<file path="src/rtl/ball_renderer.sv">
// ball_renderer
//   Per-pixel ball hit detector. Up to N_BALLS circle descriptors are written
//   into a shadow set over an Avalon-MM slave. A commit request copies the
//   shadow set into the active set on the next VGA_VS falling edge, so a
//   frame is always drawn from one consistent set. For every DrawX/DrawY the
//   block reports is_ball/ballID two clock cycles later.
//
// Ports
//   Clk, Reset_n        system clock, asynchronous active-low reset
//   avs_chipselect      slave select (qualifies avs_read/avs_write)
//   avs_read/avs_write  read/write strobes
//   avs_address[2:0]    word address: 0..3 descriptors, 4 ctrl/status,
//                       5 frame_count, 6..7 reserved
//   avs_writedata[31:0] write data
//   avs_readdata[31:0]  registered read data (1-cycle latency)
//   VGA_VS              vertical sync, active-low, synchronous to Clk
//   DrawX, DrawY        current pixel column/row
//   is_ball             pixel lies inside an enabled active ball
//   ballID              lowest-numbered ball that contains the pixel
//   frame_tick          one-cycle pulse per VGA_VS falling edge
module ball_renderer #(
  parameter int          N_BALLS         = 4,
  parameter logic [15:0] FRAME_COUNT_RST = 16'h0000
) (
  input  logic        Clk,
  input  logic        Reset_n,
  input  logic        avs_chipselect,
  input  logic        avs_read,
  input  logic        avs_write,
  input  logic [2:0]  avs_address,
  input  logic [31:0] avs_writedata,
  output logic [31:0] avs_readdata,
  input  logic        VGA_VS,
  input  logic [9:0]  DrawX,
  input  logic [9:0]  DrawY,
  output logic        is_ball,
  output logic [1:0]  ballID,
  output logic        frame_tick
);

  // Descriptor bits that exist: enable [31], radius [25:20], Y [19:10], X [9:0]
  localparam logic [31:0] DESC_MASK = 32'h83FF_FFFF;

  // |a - b| through an 11-bit signed difference; the magnitude always fits
  // in 10 bits, so centres near either screen edge need no clipping.
  function automatic logic [9:0] abs_diff(input logic [9:0] a, input logic [9:0] b);
    logic signed [10:0] d;
    logic signed [10:0] n;
    d = $signed({1'b0, a}) - $signed({1'b0, b});
    n = -d;
    abs_diff = d[10] ? n[9:0] : d[9:0];
  endfunction

  function automatic logic [11:0] square6(input logic [5:0] r);
    logic [11:0] re;
    re = {6'd0, r};
    square6 = re * re;
  endfunction

  function automatic logic [20:0] dist_sq(input logic [9:0] dx, input logic [9:0] dy);
    logic [19:0] xe;
    logic [19:0] ye;
    xe = {10'd0, dx};
    ye = {10'd0, dy};
    dist_sq = {1'b0, xe * xe} + {1'b0, ye * ye};
  endfunction

  logic [31:0]        shadow     [N_BALLS];
  logic [9:0]         act_x      [N_BALLS];
  logic [9:0]         act_y      [N_BALLS];
  logic [5:0]         act_r      [N_BALLS];
  logic [N_BALLS-1:0] act_en;

  logic        vs_q;
  logic        vs_fall;
  logic        commit_pending;
  logic [15:0] frame_count;
  logic        wr_en;
  logic        rd_en;
  logic        commit_wr;
  logic [31:0] rd_mux;

  assign wr_en     = avs_chipselect & avs_write;
  assign rd_en     = avs_chipselect & avs_read;
  assign commit_wr = wr_en & (avs_address == 3'd4) & avs_writedata[0];
  assign vs_fall   = vs_q & ~VGA_VS;

  // A commit write in the edge cycle wins over the clear, so the new request
  // stays pending for the following frame.
  always_ff @(posedge Clk or negedge Reset_n) begin
    if (!Reset_n) begin
      vs_q           <= 1'b1;
      frame_tick     <= 1'b0;
      frame_count    <= FRAME_COUNT_RST;
      commit_pending <= 1'b0;
    end else begin
      vs_q       <= VGA_VS;
      frame_tick <= vs_fall;
      if (vs_fall)
        frame_count <= frame_count + 16'd1;
      if (commit_wr)
        commit_pending <= 1'b1;
      else if (vs_fall)
        commit_pending <= 1'b0;
    end
  end

  // The active copy reads shadow before this edge's write lands, so a
  // descriptor written in the edge cycle waits for the next commit.
  always_ff @(posedge Clk or negedge Reset_n) begin
    if (!Reset_n) begin
      for (int k = 0; k < N_BALLS; k++) begin
        shadow[k] <= '0;
        act_x[k]  <= '0;
        act_y[k]  <= '0;
        act_r[k]  <= '0;
      end
      act_en <= '0;
    end else begin
      for (int k = 0; k < N_BALLS; k++) begin
        if (vs_fall && commit_pending) begin
          act_x[k]  <= shadow[k][9:0];
          act_y[k]  <= shadow[k][19:10];
          act_r[k]  <= shadow[k][25:20];
          act_en[k] <= shadow[k][31];
        end
        if (wr_en && avs_address == 3'(k))
          shadow[k] <= avs_writedata & DESC_MASK;
      end
    end
  end

  always_comb begin
    rd_mux = '0;
    case (avs_address)
      3'd4:    rd_mux = {frame_count, 15'd0, commit_pending};
      3'd5:    rd_mux = {16'd0, frame_count};
      default: begin
        for (int k = 0; k < N_BALLS; k++)
          if (avs_address == 3'(k))
            rd_mux = shadow[k];
      end
    endcase
  end

  always_ff @(posedge Clk or negedge Reset_n) begin
    if (!Reset_n)
      avs_readdata <= '0;
    else if (rd_en)
      avs_readdata <= rd_mux;
  end

  // ---- stage 1: per-ball distances and squared radius ----
  logic [9:0]         adx_p1 [N_BALLS];
  logic [9:0]         ady_p1 [N_BALLS];
  logic [11:0]        rsq_p1 [N_BALLS];
  logic [N_BALLS-1:0] en_p1;

  always_ff @(posedge Clk or negedge Reset_n) begin
    if (!Reset_n) begin
      for (int k = 0; k < N_BALLS; k++) begin
        adx_p1[k] <= '0;
        ady_p1[k] <= '0;
        rsq_p1[k] <= '0;
      end
      en_p1 <= '0;
    end else begin
      for (int k = 0; k < N_BALLS; k++) begin
        adx_p1[k] <= abs_diff(DrawX, act_x[k]);
        ady_p1[k] <= abs_diff(DrawY, act_y[k]);
        rsq_p1[k] <= square6(act_r[k]);
        en_p1[k]  <= act_en[k];
      end
    end
  end

  // ---- stage 2: inclusive circle test and priority encode ----
  logic [N_BALLS-1:0] hit_s2;
  logic [1:0]         id_s2;

  always_comb begin
    hit_s2 = '0;
    id_s2  = 2'd0;
    for (int k = 0; k < N_BALLS; k++)
      hit_s2[k] = en_p1[k] && (dist_sq(adx_p1[k], ady_p1[k]) <= {9'd0, rsq_p1[k]});
    for (int k = N_BALLS - 1; k >= 0; k--)
      if (hit_s2[k])
        id_s2 = 2'(k);
  end

  always_ff @(posedge Clk or negedge Reset_n) begin
    if (!Reset_n) begin
      is_ball <= 1'b0;
      ballID  <= 2'd0;
    end else begin
      is_ball <= |hit_s2;
      ballID  <= id_s2;
    end
  end

endmodule
</file>
<file path="config.mk">
export PLATFORM = sky130hd
export DESIGN_NAME = ball_renderer
export DESIGN_NICKNAME = d
export VERILOG_FILES = /design/src/rtl/ball_renderer.sv
export SDC_FILE = /design/constraint.sdc
export NUM_CORES = 2
export LEC_CHECK = 0
export ABC_AREA = 1
export ABC_CLOCK_PERIOD_IN_PS = 8850
export BUFFER_PORTS_ARGS = -buffer_cell sky130_fd_sc_hd__buf_2
export CAP_MARGIN = 30
export CORE_MARGIN = 4
export CORE_UTILIZATION = 34
export DETAILED_ROUTE_END_ITERATION = 10
export PLACE_DENSITY = 0.56
export SLEW_MARGIN = 20
export SYNTH_ARGS = -nofsm -noshare
export SYNTH_HDL_FRONTEND = slang
export SYNTH_SLANG_ARGS = --single-unit
</file>
<file path="constraint.sdc">
create_clock -name Clk -period 8.85 [get_ports Clk]
set_input_delay 1.77 -clock Clk [delete_from_list [all_inputs] [get_ports Clk]]
set_output_delay 1.77 -clock Clk [all_outputs]
set_load 0.01 [all_outputs]
</file>
==> After elaboration in Yosys (flattened, before gate mapping) <==
Cells that the tools add are included.
{ "word_totals": {"ff_bits": 402, "latch_bits": 0, "mem_bits_rw": 0, "rom_bits": 0, "out_inout_bits": 36, "mem_count": 0} }
{ "classes": {"addsub": 21, "mul": 12, "div_mod_pow": 0, "n_lt_le_gt_ge": 4, "eq_ne": 5, "shifts": 0, "mux": 19, "n_bitwise": 6, "reduce_logical": 12} }
{ "ops": {"columns": ["cell", "n"], "rows": [
  ["10-bit by 10-bit multiplier with 20-bit output", 8],
  ["32-bit two-way mux", 4],
  ["10-bit by 10-bit subtractor with 11-bit output", 8],
  ["20-bit by 20-bit adder with 21-bit output", 4],
  ["21-bit by 12-bit <= comparator with 1-bit output", 4],
  ["10-bit two-way mux", 8],
  ["10-bit negation", 8],
  ["32-bit one-hot mux with 2 select lines", 1],
  ["6-bit by 6-bit multiplier with 12-bit output", 4],
  ["16-bit by 1-bit adder with 16-bit output (second input constant)", 1],
  ["1-bit logical AND", 9],
  ["2-bit two-way mux", 4],
  ["3-bit by 2-bit == test with 1-bit output (second input constant)", 2],
  ["3-bit == test (second input constant)", 2],
  ["1-bit bitwise AND", 5],
  ["4-bit OR reduction", 1],
  ["3-bit by 1-bit == test with 1-bit output (second input constant)", 1],
  ["3-bit zero test", 1],
  ["1-bit two-way mux", 2],
  ["2-bit nonzero test", 1],
  ["1-bit NOT", 1]
]} }

==> Logic depth before layout (Yosys ltp) <==
{ "depth": {"word_depth": 8, "depth_mapped": 36, "ltp_nobuf": 35} }

==> Worst setup path before layout <==
No wires, ideal clock.
{ "synth_path": {"path_type": "register to register", "start": "reg adx_p1[32] (netlist name)", "end": "reg ballID[1]", "setup_time_ns": 0.116, "t_arrival_ns": 6.202, "required_time_ns": 8.734, "setup_slack_ns": 2.532, "stages_incl_launch_ff": 29, "period_less_slack_ns": 6.318, "path_cell_list": "dfrtp_1 > clkbuf_1 > nand2_1 > fa_1 > inv_1 > fa_1 > inv_1 > fa_1 > inv_1 > fa_1 > fa_1 > fa_1 > inv_1 > fa_1 > inv_1 > ha_1 > a21oi_1 > o21bai_1 > inv_1 > nand2_1 > xor2_1 > ha_1 > nand2_1 > nor3b_1 > nand3_1 > a21oi_1 > nand2_1 > nand2_1 > nor2_1"} }
{ "synth_via": {"elab_chain_len": 5} }
{ "synth_lines": {"columns": ["element", "line_no", "source"], "rows": [
  ["from (decl)", "154", "logic [9:0] adx_p1 [N_BALLS];"],
  ["from (signal, indexed assignment)", "169", "adx_p1[k] <= abs_diff(DrawX, act_x[k]);"],
  ["10-bit by 10-bit multiplier with 20-bit output", "65", "dist_sq = {1'b0, xe * xe} + {1'b0, ye * ye};"],
  ["20-bit by 20-bit adder with 21-bit output", "65", null],
  ["21-bit by 12-bit <= comparator with 1-bit output", "185", "hit_s2[k] = en_p1[k] && (dist_sq(adx_p1[k], ady_p1[k]) <= {9'd0, rsq_p1[k]});"],
  ["1-bit logical AND", "185", null],
  ["2-bit two-way mux", "187", "if (hit_s2[k])"],
  ["net id_s2[1]", "179", "logic [1:0] id_s2;"],
  ["to (signal assigned)", "197", "ballID <= id_s2;"],
  ["to (decl)", "37", "output logic [1:0] ballID,"]
]} }
The timed path passes the listed nets, and every way through them passes these cells.
A chain may end at the register's enable or synchronous reset.

==> Worst setup path after layout <==
{ "layout_path": {"start": "reg adx_p1[6] (netlist name)", "end": "reg ballID[0]"} }
{ "layout_via": {"elab_chain_len": 8} }
{ "layout_lines": {"columns": ["element", "line_no"], "rows": [
  ["10-bit by 10-bit multiplier with 20-bit output", "65"],
  ["20-bit by 20-bit adder with 21-bit output", "65"],
  ["21-bit by 12-bit <= comparator with 1-bit output", "185"],
  ["1-bit logical AND", "185"],
  ["2-bit two-way mux (4 in series)", "187"],
  ["net id_s2[0]", "179"]
]} }
The timed path passes the listed nets, and every way through them passes these cells.

==> results.yml <==
run_status:
  status: "finished clean"
global_routing:
  grt_use_met3: 0.0221
  grt_pass1_vias: 35899
  grt_overflow: 0
  track_usage: 0.160
  met2_usage: 0.250
  antenna_found_initial: 15
  grt_max_degree: 176
  grt_pass1_wl_um: 188000
  grt_use_met1: 0.235
  busiest_layer: "met2"
worst_setup_path:
  crit_type: "flip-flop to flip-flop"
  critPathRequiredTime_ps: 9360
  critPathArrivalTime_ps: 7890
  cpPeakStageDelay_ps: 580
  reg2reg_depth: 33
  start_kind: "flip-flop"
  cp_slowest_cell: "fa_1"
  crit_path_frequent_cell: "nand2_1"
  end_kind: "flip-flop"
  crit_fanout: 10
die:
  core_mm2: 0.138
  die_w_um: 380
  ios: 97
  start_util: 0.342
  dieHeight_um: 380
  row_count: 136
  die-area_mm2: 0.145
clocking:
  clk_latency_ps: 580
  cts_tree: "built"
  post_cts_buffers: 0
  ctsResizeCount: 0
  cts_root_buf: "clkbuf_16"
  cts-hold-fix-buffers: 0
  clk_pin_slew_ps: 60
  cts.sinks: 398
  cts_buffer_depth: 3
  numCtsBuffers: 44
  htree_levels: 2
placed_design:
  gp_congestion: 0.877
  portBuffers: 91
  place_inst: 7587
  dpl.hpwl_um: 95100
timing:
  fin_tns_setup_ps: 0
  rsz0062_at_grt: "no"
  finalCritPeriodShare: 0.835
  final-setup-viol-count: 0
  skew_ps: 23.0
  clock.fmax_mhz: 135
  min_period_ps: 7390
  slew_violations: 0
  worstMarginPinSlew_ps: 1250
  final-hold-violation-count: 0
  max_slew_margin: 0.166
yosys:
  ys.flop_type: "dfrtp_1"
  synthArstFlopShare: 1.00
  yosys_warnings: 0
  synth_edf_count: 0
  netlist_instances: 5840
  synth_seq_area_share: 0.211
  synth_area_per_cell_um2: 8.07
  ys_seq_elements: 398
  synth_fp_nets: 6988
  synth_area_mm2: 0.0471
  yosysUniqueCellTypes: 55
drt:
  drc_errors: 0
  finalWirelength_um: 114000
  ant_nets: 0
  vias: 35045
  first_iter_violations: 2114
  first_pass_iters: 5
  avgViaCountPerCell: 4.57
  routedWlPerCell_um: 14.9
finish:
  final_cell_mix: "1557 x inv_1, 1279 x nand2_1, 558 x fa_1"
  drive_gt1_frac: 0.0400
  layout_commonest_cell: "inv_1"
  areaGrowthSynthToFinish_pct: 7.84
  nNetsFinal: 6990
  final_cells: 7672
min_path:
  hold_class: "flip-flop to flip-flop"
  hold_depth: 0
job:
  cap_violations: 0
==> flip-flops by register name, summed over array words and instances, names as in the netlist <==
name and cells:
rsq_p1 44, avs_readdata 32, en_p1 4, act_x 40, frame_count 16, vs_q 1
commit_pending 1, is_ball 1, ady_p1 40, ballID 2, act_en 4, frame_tick 1
act_y 40, act_r 24, shadow 108, adx_p1 40
==> metal layers <==
metal,share of wire,vias to the layer above
li1,-,17431
met1,0.50,16914
met2,0.43,577
met3,0.048,121
met4,0.022,2
met5,0.000061,-
==> cells in the mapped netlist, types with 3 or more instances <==
cell type | n | area [um^2]
a41oi_1 | 11 | 96.3
nand3_1 | 143 | 716
nand3b_1 | 16 | 120
or2_2 | 4 | 25.0
o21bai_1 | 13 | 97.6
inv_2 | 8 | 30.0
a21oi_2 | 9 | 78.8
fa_1 | 558 | 11200
o22ai_1 | 22 | 138
o21ai_1 | 3 | 15.0
nor3_2 | 9 | 90.1
o21a_1 | 4 | 30.0
a221oi_1 | 6 | 52.6
o221ai_1 | 14 | 123
xor2_2 | 5 | 81.3
mux2_1 | 8 | 90.1
buf_1 | 6 | 22.5
nand4_1 | 28 | 175
nor3_1 | 32 | 160
nor3b_1 | 3 | 22.5
nor2_1 | 263 | 987
o211ai_1 | 8 | 60.1
a21oi_1 | 209 | 1050
inv_1 | 1557 | 5840
or2_1 | 4 | 25.0
a21oi_4 | 6 | 97.6
dfrtp_1 | 397 | 9930
nand2_1 | 1281 | 4810
buf_2 | 13 | 65.1
nor2_2 | 9 | 56.3
xor2_1 | 194 | 1700
ha_1 | 529 | 6620
o21ai_0 | 232 | 1160
clkbuf_1 | 129 | 484
a31o_2 | 5 | 43.8
a21o_1 | 26 | 195
xnor2_1 | 54 | 473
and2_1 | 5 | 31.3
==> critical path, delay by kind of cell, from the launching register on <==
family / cells / cell delay, ps
simple gates: 14 / 1610
xor+xnor: 1 / 210
buf+inv: 8 / 510
flops: 1 / 540
fa+ha+maj: 9 / 4230
compound gates: 1 / 200
==> through the flow <==
step,hold slack (ps),instance area (um^2),utilization,setup WS [ps]
2_1_floorplan,349,47100,-,2530
6_report,367,50800,0.369,1460
3_5_place_dp,358,49400,0.359,1440
3_3_place_gp,369,49400,0.359,1330
4_1_cts,371,50800,0.369,1350
5_1_grt,393,50800,0.369,1000
==> cells by family after synthesis <==
logic type / share of synthesized area
and+or+nand+nor: 0.155
AOI/OAI and AO/OA: 0.0694
DFF: 0.211
muxes: 0.00236
xor gates and xnor gates: 0.0478
buffers and inverters: 0.137
adders and majority gates: 0.377
==> final cells by class <==
class / count / area (um^2)
timing repair buffer: 106 / 623
clock buffer: 65 / 1280
tap: 1794 / 2240
antenna: 4 / 10.0
fill: 14230 / 86800
multi-input combinational: 3726 / 30700
inverter: 1566 / 5880
sequential: 398 / 9960
clock inverter: 13 / 113
==> path summary, 6_finish.rpt <==
path | start | end | slack [ps]
hold reg to reg | act_en[2] | en_p1[2] | 370
hold / removal | act_en[2] | en_p1[2] | 370
setup reg to reg | adx_p1[6] | ballID[0] | 1460
min in group asynchronous | Reset_n | act_r[5] | 1220
setup / recovery | adx_p1[6] | ballID[0] | 1460
max in group asynchronous | Reset_n | rsq_p1[29] | 6190
Power is left out: the tool's default activity adds up to more than one toggle a clock period on the data nets, which glitch-free logic cannot reach.
